File: config.mk
export PLATFORM = sky130hd
export DESIGN_NAME = stopwatch_ctrl
export DESIGN_NICKNAME = d
export VERILOG_FILES = /design/src/rtl/stopwatch_ctrl.sv
export SDC_FILE = /design/constraint.sdc
export NUM_CORES = 1
export LEC_CHECK = 0
export CORE_MARGIN = 2
export CORE_UTILIZATION = 46
export CTS_CLUSTER_DIAMETER = 120
export DETAILED_ROUTE_END_ITERATION = 10
export PLACE_DENSITY = 0.67
export SLEW_MARGIN = 20
export SYNTH_ARGS = -nofsm -noshare
export SYNTH_HDL_FRONTEND = slang
export SYNTH_SLANG_ARGS = --single-unit
File: constraint.sdc
create_clock -name clk -period 3 [get_ports clk]
set_input_delay 0.6 -clock clk [delete_from_list [all_inputs] [get_ports clk]]
set_output_delay 0.6 -clock clk [all_outputs]
set_load 0.01 [all_outputs]
File: src/rtl/stopwatch_ctrl.sv
// Stopwatch controller: debounced start/stop and lap/reset buttons, run/pause FSM,
// tick prescaler driving an external counter, and a 4-entry show-ahead lap FIFO.
module stopwatch_ctrl #(
  parameter int DEB_CYCLES = 4,
  parameter int TICK_DIV   = 10,
  parameter int LAP_DEPTH  = 4
) (
  input  logic        clk,
  input  logic        rst,
  input  logic        btn_ss,
  input  logic        btn_lr,
  input  logic [15:0] count_in,
  output logic        cnt_en,
  output logic        cnt_clr,
  output logic [1:0]  state,
  output logic        lap_valid,
  output logic [15:0] lap_data,
  input  logic        lap_ready,
  output logic [2:0]  lap_count,
  output logic        lap_ovf
);

  localparam int          PTR_W     = $clog2(LAP_DEPTH);
  localparam logic [7:0]  DEB_LAST  = 8'(DEB_CYCLES - 1);
  localparam logic [15:0] TICK_LAST = 16'(TICK_DIV - 1);
  localparam logic [2:0]  FULL_CNT  = 3'(LAP_DEPTH);

  typedef enum logic [1:0] {
    IDLE  = 2'b00,
    RUN   = 2'b01,
    PAUSE = 2'b10
  } state_t;

  logic [1:0] raw;
  logic [1:0] press;
  logic       ss_p;
  logic       lr_p;

  assign raw  = {btn_lr, btn_ss};
  assign ss_p = press[0];
  assign lr_p = press[1];

  // Per-button debouncer: level flips after DEB_CYCLES consecutive mismatching samples;
  // the press pulse is registered off the level's rising edge.
  genvar gi;
  generate
    for (gi = 0; gi < 2; gi++) begin : g_deb
      logic       lvl_reg;
      logic       lvl_d_reg;
      logic       press_reg;
      logic [7:0] run_reg;

      always_ff @(posedge clk) begin
        if (rst) begin
          lvl_reg   <= 1'b0;
          lvl_d_reg <= 1'b0;
          press_reg <= 1'b0;
          run_reg   <= 8'd0;
        end else begin
          lvl_d_reg <= lvl_reg;
          press_reg <= lvl_reg & ~lvl_d_reg;
          if (raw[gi] == lvl_reg) begin
            run_reg <= 8'd0;
          end else if (run_reg == DEB_LAST) begin
            lvl_reg <= raw[gi];
            run_reg <= 8'd0;
          end else begin
            run_reg <= run_reg + 8'd1;
          end
        end
      end

      assign press[gi] = press_reg;
    end
  endgenerate

  state_t      state_reg, state_next;
  logic        clr_reg, clr_next;
  logic        push, flush;
  logic [15:0] presc_reg;

  // Start/stop has priority; a coincident lap/reset press is dropped.
  always_comb begin
    state_next = state_reg;
    clr_next   = 1'b0;
    push       = 1'b0;
    flush      = 1'b0;
    if (ss_p) begin
      case (state_reg)
        IDLE:    state_next = RUN;
        RUN:     state_next = PAUSE;
        PAUSE:   state_next = RUN;
        default: state_next = IDLE;
      endcase
    end else if (lr_p) begin
      case (state_reg)
        RUN:   push = 1'b1;
        PAUSE: begin
          clr_next   = 1'b1;
          flush      = 1'b1;
          state_next = IDLE;
        end
        default: clr_next = 1'b1;
      endcase
    end
  end

  always_ff @(posedge clk) begin
    if (rst) begin
      state_reg <= IDLE;
      clr_reg   <= 1'b0;
      presc_reg <= 16'd0;
    end else begin
      state_reg <= state_next;
      clr_reg   <= clr_next;
      if (state_reg == RUN)
        presc_reg <= (presc_reg == TICK_LAST) ? 16'd0 : presc_reg + 16'd1;
      else if (state_reg == IDLE)
        presc_reg <= 16'd0;
    end
  end

  assign cnt_en  = (state_reg == RUN) && (presc_reg == TICK_LAST);
  assign cnt_clr = clr_reg;
  assign state   = state_reg;

  logic [15:0]      mem [LAP_DEPTH];
  logic [PTR_W-1:0] wr_ptr_reg, rd_ptr_reg;
  logic [2:0]       count_reg;
  logic             ovf_reg;
  logic             pop, full, push_ok;

  assign pop     = (count_reg != 3'd0) && lap_ready;
  assign full    = (count_reg == FULL_CNT);
  assign push_ok = push && (!full || pop);

  always_ff @(posedge clk) begin
    if (push_ok)
      mem[wr_ptr_reg] <= count_in;
  end

  always_ff @(posedge clk) begin
    if (rst || flush) begin
      wr_ptr_reg <= '0;
      rd_ptr_reg <= '0;
      count_reg  <= 3'd0;
      ovf_reg    <= 1'b0;
    end else begin
      if (push_ok)
        wr_ptr_reg <= wr_ptr_reg + PTR_W'(1);
      if (pop)
        rd_ptr_reg <= rd_ptr_reg + PTR_W'(1);
      case ({push_ok, pop})
        2'b10:   count_reg <= count_reg + 3'd1;
        2'b01:   count_reg <= count_reg - 3'd1;
        default: count_reg <= count_reg;
      endcase
      if (push && full && !pop)
        ovf_reg <= 1'b1;
    end
  end

  assign lap_valid = (count_reg != 3'd0);
  assign lap_data  = mem[rd_ptr_reg];
  assign lap_count = count_reg;
  assign lap_ovf   = ovf_reg;

endmodule

# Yosys cells after proc, flatten, opt, wreduce, memory -nomap -nowiden
# Memories as Yosys holds them, arrays and structs flattened. A register that Yosys moved wholly into a read port is not among the register bits.
# Index checks and enable logic that the tools add are counted.
[totals]
ff_bits = 49
ramBits = 64
input_bits = 21
out_inout_bits = 25
wordCells = 81
n_memories = 1
[classes]
n_addsub = 7
n_eq_ne = 10
n_mux = 19
bitwise_logic = 7
reduce_logical = 22
[memory_table]
columns = ["name", "depth", "width", "rd", "rd_clocked_by_memory_dff", "wr", "line", "source"]
rows = [
  ["mem", 4, 16, 1, 1, 1, "127", "logic [15:0] mem [LAP_DEPTH];"],
]
[ops]
columns = ["op", "count"]
rows = [
  ["2-to-1 mux 16 bit", 3],
  ["adder 16 x 1 -> 16 bit (second input constant)", 1],
  ["adder 8 x 1 -> 8 bit (second input constant)", 2],
  ["== test 16 x 4 -> 1 bit (second input constant)", 1],
  ["== test 8 x 2 -> 1 bit (second input constant)", 2],
  ["2-to-1 mux 2 bit", 5],
  ["2-to-1 mux 1 bit", 9],
  ["OR reduction 3 bit", 3],
  ["nonzero test 2 bit", 4],
  ["one-hot mux 3 bit (2 select lines)", 1],
  ["AND reduction 2 bit", 3],
  ["logical AND 1 bit", 5],
  ["NOT 1 bit", 5],
  ["adder 2 x 1 -> 2 bit (second input constant)", 2],
  ["== test 2 x 1 -> 1 bit (second input constant)", 2],
  ["== test 2 bit (second input constant)", 2],
  ["one-hot mux 2 bit (2 select lines)", 1],
  ["adder 3 x 1 -> 3 bit (second input constant)", 1],
  ["== test 3 bit (second input constant)", 1],
  ["nonzero test 3 bit", 1],
  ["subtractor 3 x 1 -> 3 bit (second input constant)", 1],
  ["bitwise AND 1 bit", 2],
  ["== test 1 bit", 2],
  ["logical NOT 1 bit", 2],
  ["other kinds (3)", 4],
]

# Depth between registers and ports, before layout
[logic_depth]
depth_word = 7
depth_mapped = 8
depth_no_buf = 7

# Worst setup path before layout
# Ideal clock, no wire load.
[synth_timing]
path_type = "reg-to-reg"
from = "register state_reg[1], in the netlist state[1]"
to = "register count_reg[2], in the netlist lap_count[2]"
setup_time_ns = 0.127
t_arrival_ns = 1.989
t_required_ns = 2.873
path_slack_ns = 0.884
path_stages_with_launch = 9
n_path_buf = 1
period_less_slack_ns = 2.116
cell_sequence = "dfxtp_1 -> buf_2 -> and4bb_2 -> nor2_1 -> inv_2 -> fa_1 -> nor4_1 -> o21ai_1 -> nor3b_1"
[synth_via]
elab_chain_len = 7
word_cells_on_any_way = 14
cone_classes = "eq/ne: 4; mux: 7; reduce/logical: 3"
[synth_lines]
columns = ["element", "line", "source"]
rows = [
  ["start, declared", "77", "state_t state_reg, state_next;"],
  ["start signal, assigned", "114", "state_reg <= state_next;"],
  ["== test 2 x 1 -> 1 bit", "96", "case (state_reg)"],
  ["2-to-1 mux 1 bit", "96", ""],
  ["2-to-1 mux 1 bit", "95", "end else if (lr_p) begin"],
  ["2-to-1 mux 1 bit", "88", "if (ss_p) begin"],
  ["logical AND 1 bit", "135", "assign push_ok = push && (!full || pop);"],
  ["== test 2 x 1 -> 1 bit or == test 2 bit (tied branches)", "153", "case ({push_ok, pop})"],
  ["one-hot mux 3 bit (2 select lines) or nonzero test 2 bit (tied branches)", "-", ""],
  ["end signal, assigned", "154", "2'b10: count_reg <= count_reg + 3'd1;"],
  ["end signal, assigned", "155", "2'b01: count_reg <= count_reg - 3'd1;"],
  ["end signal, assigned", "156", "default: count_reg <= count_reg;"],
  ["end, declared", "129", "logic [2:0] count_reg;"],
]
# Several ways; a longest one is shown, not always the timed one.
# A chain may end at the register's enable or synchronous reset.

==> results.md <==
- The flow ran to the end, and the final reports show no timing, DRC or antenna violations.
- The startpoint identified for the worst register-to-register timing path is state[1].
- The cell accounting for the most synthesized area is edfxtp_1.
- The unique cell type count in the Yosys netlist is 48.
- The number of hold-slack violations in the final timing report is 0.
- The register bit count reported by yosys is 115.
- The tree is rooted in a clkbuf_8.
- The first global-routing pass estimated 14.8 mm of wire.
- The starting density of the core is 47.6%.
- The cell count after placement is 527.
- The number of cell instances on the worst register-to-register path is 7.
- The area growth from synthesis to layout is 25.6%.
- The post-route minimum period is 2.82 ns.
- The number of synthesized flops with an enable pin is 64.
- By area the synthesized netlist is led by edfxtp_1, dfxtp_1, mux4_2.
- The number of max-cap violations is 0.
- The number of vias in the routed layout is 3011.
- The number of flip-flops under the largest register name is 64.
- The die covers 11000 µm².
- In this run the vertical extent of the chip is 105 µm.
- The total number of yosys warnings is 0.
- The wire length after detailed routing is 8.76 mm.
- The overall track demand over capacity in global routing is 17.3%.
- The clock transition at the register clock pins on the worst setup and hold paths after CTS is 0.06 ns.
- The number of global-route vias before repair is 2978.
- The placement row count is 36.
- Across the routed clock network, the largest skew measured is 0.00972 ns.
- Port buffering added 45 buffers.
- For this run, asynchronously set or reset flops after synthesis account for 0%.
- The antenna cell count is 0.
- For this design the ratio of total power to cell area is 743 nW/µm².
- The clock network latency to the later pin of the worst-skew pair is 0.50 ns.
- The relative slew slack is 43.4%.
- The area of the core region is 9860 µm².
- The worst setup path is captured at an output port.
- The number of max-slew violations in the final report is 0.
- The average via count per standard cell is 5.39.
- The synthesized design devotes to its leading area cell type 40.9% of total area.
- By instance count, the leading cell after synthesis is edfxtp_1.
- The required time at the endpoint of the critical path is 2.40 ns.
- The horizontal die dimension is 105 µm.
- The worst hold path begins at g_deb[1].lvl_d_reg.
- The path class of the tightest hold or removal check is flop to flop.
- The initial antenna violation count is 0.
- CTS built an H-tree with a depth of 4.
- Entering global routing, the biggest net connects 18 pins.
- The detail route stage leaves a number of antenna-violating nets equal to 0.
- STA classifies the critical path startpoint as a flop.
- The share of the yosys chip area belonging to registers is 62.7%.
- After detailed routing, the average wire length per cell comes to 15.7 µm.
- The type of the setup path with the least slack is flop to output port.
- Setup repair after global routing left no endpoint under its margin.
- In this run the worst path has a maximum fanout of 16.
- Summed over all layers, the global routing overflow is 0.
- The first-pass iteration count of the detailed router is 4.
- The routability congestion estimate from global placement is 0.816.
- The number of hold buffers added after CTS is 0.
- Of the cells placed in the final design, the portion with a size suffix greater than 1 is 13.8%.
- The number of I/O pins is 46.
- For this run, design rule violations remaining after detail routing come to 0.
- The sum of net half-perimeters after detailed placement is 5.69 mm.
- The leakage power total is 1.98 nW.
- The post-route setup TNS is 0 ns.
- The data arrival at the endpoint of the critical path is 2.22 ns.
- The final layout contains 443 nets.
- The commonest cells after synthesis are edfxtp_1, dfxtp_1, nor2_1.
- In the finished design, the share of the clock period the worst path needs comes to 94.1%.
- The buffer depth of the longest clock path is 2.
- Synthesis produced 353 cells.
- Among all flip-flop cells after synthesis, the most frequent one is edfxtp_1.
- The final setup violation count is 0.
- After the first detailed-routing iteration, the DRC count stood at 168.
- The area of the mapped netlist is 4700 µm².
- The highest attainable clock frequency is 354 MHz.
- The worst IR drop on VDD is 443 µV.
- The number of sinks driven by the clock tree is 115.
- The synthesized net count is 383.
- After synthesis, the mean cell area works out to 13.3 µm².
- The number of buffers created by CTS is 17.
- The CTS tree is done.
- Along the worst hold path, the cell count comes to 1.
- The finished layout holds 559 standard cells, fillers aside.
- The slew at the pin closest to its max-slew limit is 0.849 ns.
==> metal layers <==
metal,up-vias,wire length [µm],GRT usage (%)
met5,-,0,0
met4,0,85,6.67
met3,6,477,5.61
met2,87,4190,26.2
met1,1440,4010,23.2
li1,1478,-,-
==> layout by cell type, fill, tap and decap left out, drive strengths merged, types with 6 or more instances in the layout <==
| cell type | Yosys | layout |
|---|---|---|
| xnor2 | 9 | 9 |
| clkbuf | 4 | 17 |
| nand3 | 20 | 20 |
| xor2 | 11 | 11 |
| nor2 | 33 | 33 |
| a21oi | 7 | 7 |
| dfxtp | 51 | 51 |
| nor3 | 7 | 7 |
| inv | 9 | 16 |
| nor4b | 6 | 6 |
| edfxtp | 64 | 64 |
| mux4 | 16 | 16 |
| and3 | 13 | 13 |
| nor2b | 8 | 8 |
| a31oi | 10 | 10 |
| ha | 8 | 8 |
| clkdlybuf4s50 | 0 | 45 |
| nand2 | 21 | 21 |
==> cell type report <==
cell class	instances	area, µm²
clock buffer	17	414
multi-input combinational	220	1680
fill	765	3970
tap	133	166
clock inverter	15	171
timing repair buffer	50	488
sequential	115	2940
inverter	9	33.8
==> per-stage QoR <==
step                hold WS (ns)  power, W  worst slack, ns  utilization, %  instance area (µm²)
finish                     0.386   0.00438            0.178            59.8                 5900
global route               0.398   0.00458           0.0494            59.8                 5900
CTS                        0.390   0.00443            0.121            59.8                 5900
detailed placement         0.374   0.00247            0.360            53.9                 5310
global placement           0.372   0.00246            0.425            53.9                 5310
floorplan                  0.367   0.00217            0.884               -                 4700
==> worst max-delay path, cell delays in order (launching register included) <==
cell and delay, ns:
dfxtp_1 0.32, buf_4 0.31, mux4_2 0.57, clkdlybuf4s50_1 0.51
==> repair_timing <==
item                       CTS  global route
setup buffers                0             0
gates resized for setup      0             1
setup endpoints to repair    0             1
==> power by group <==
group          internal (W)  switching (W)  leakage [nW]
logic              0.000393       0.000294         0.710
clock network       0.00120       0.000744         0.281
registers           0.00170      0.0000452         0.988
==> path summary, 6_finish.rpt <==
check	slack, ns	endpoint
hold / removal	0.39	g_deb[1].press_reg
hold reg to reg	0.39	g_deb[1].press_reg
setup / recovery	0.18	lap_data[13]
setup reg to reg	0.70	lap_count[2]
==> logic make-up after synthesis <==
| kind of cell | Yosys count | synth area share, % |
|---|---|---|
| xor gates and xnor gates | 20 | 3.73 |
| AOI/OAI and AO/OA | 38 | 5.41 |
| muxes | 20 | 8.52 |
| adders and majority gates | 9 | 2.56 |
| and+or+nand+nor | 133 | 15.6 |
| buffers and inverters | 18 | 1.54 |
| DFF | 115 | 62.7 |
No activity file was read; power rests on OpenSTA's default activity.
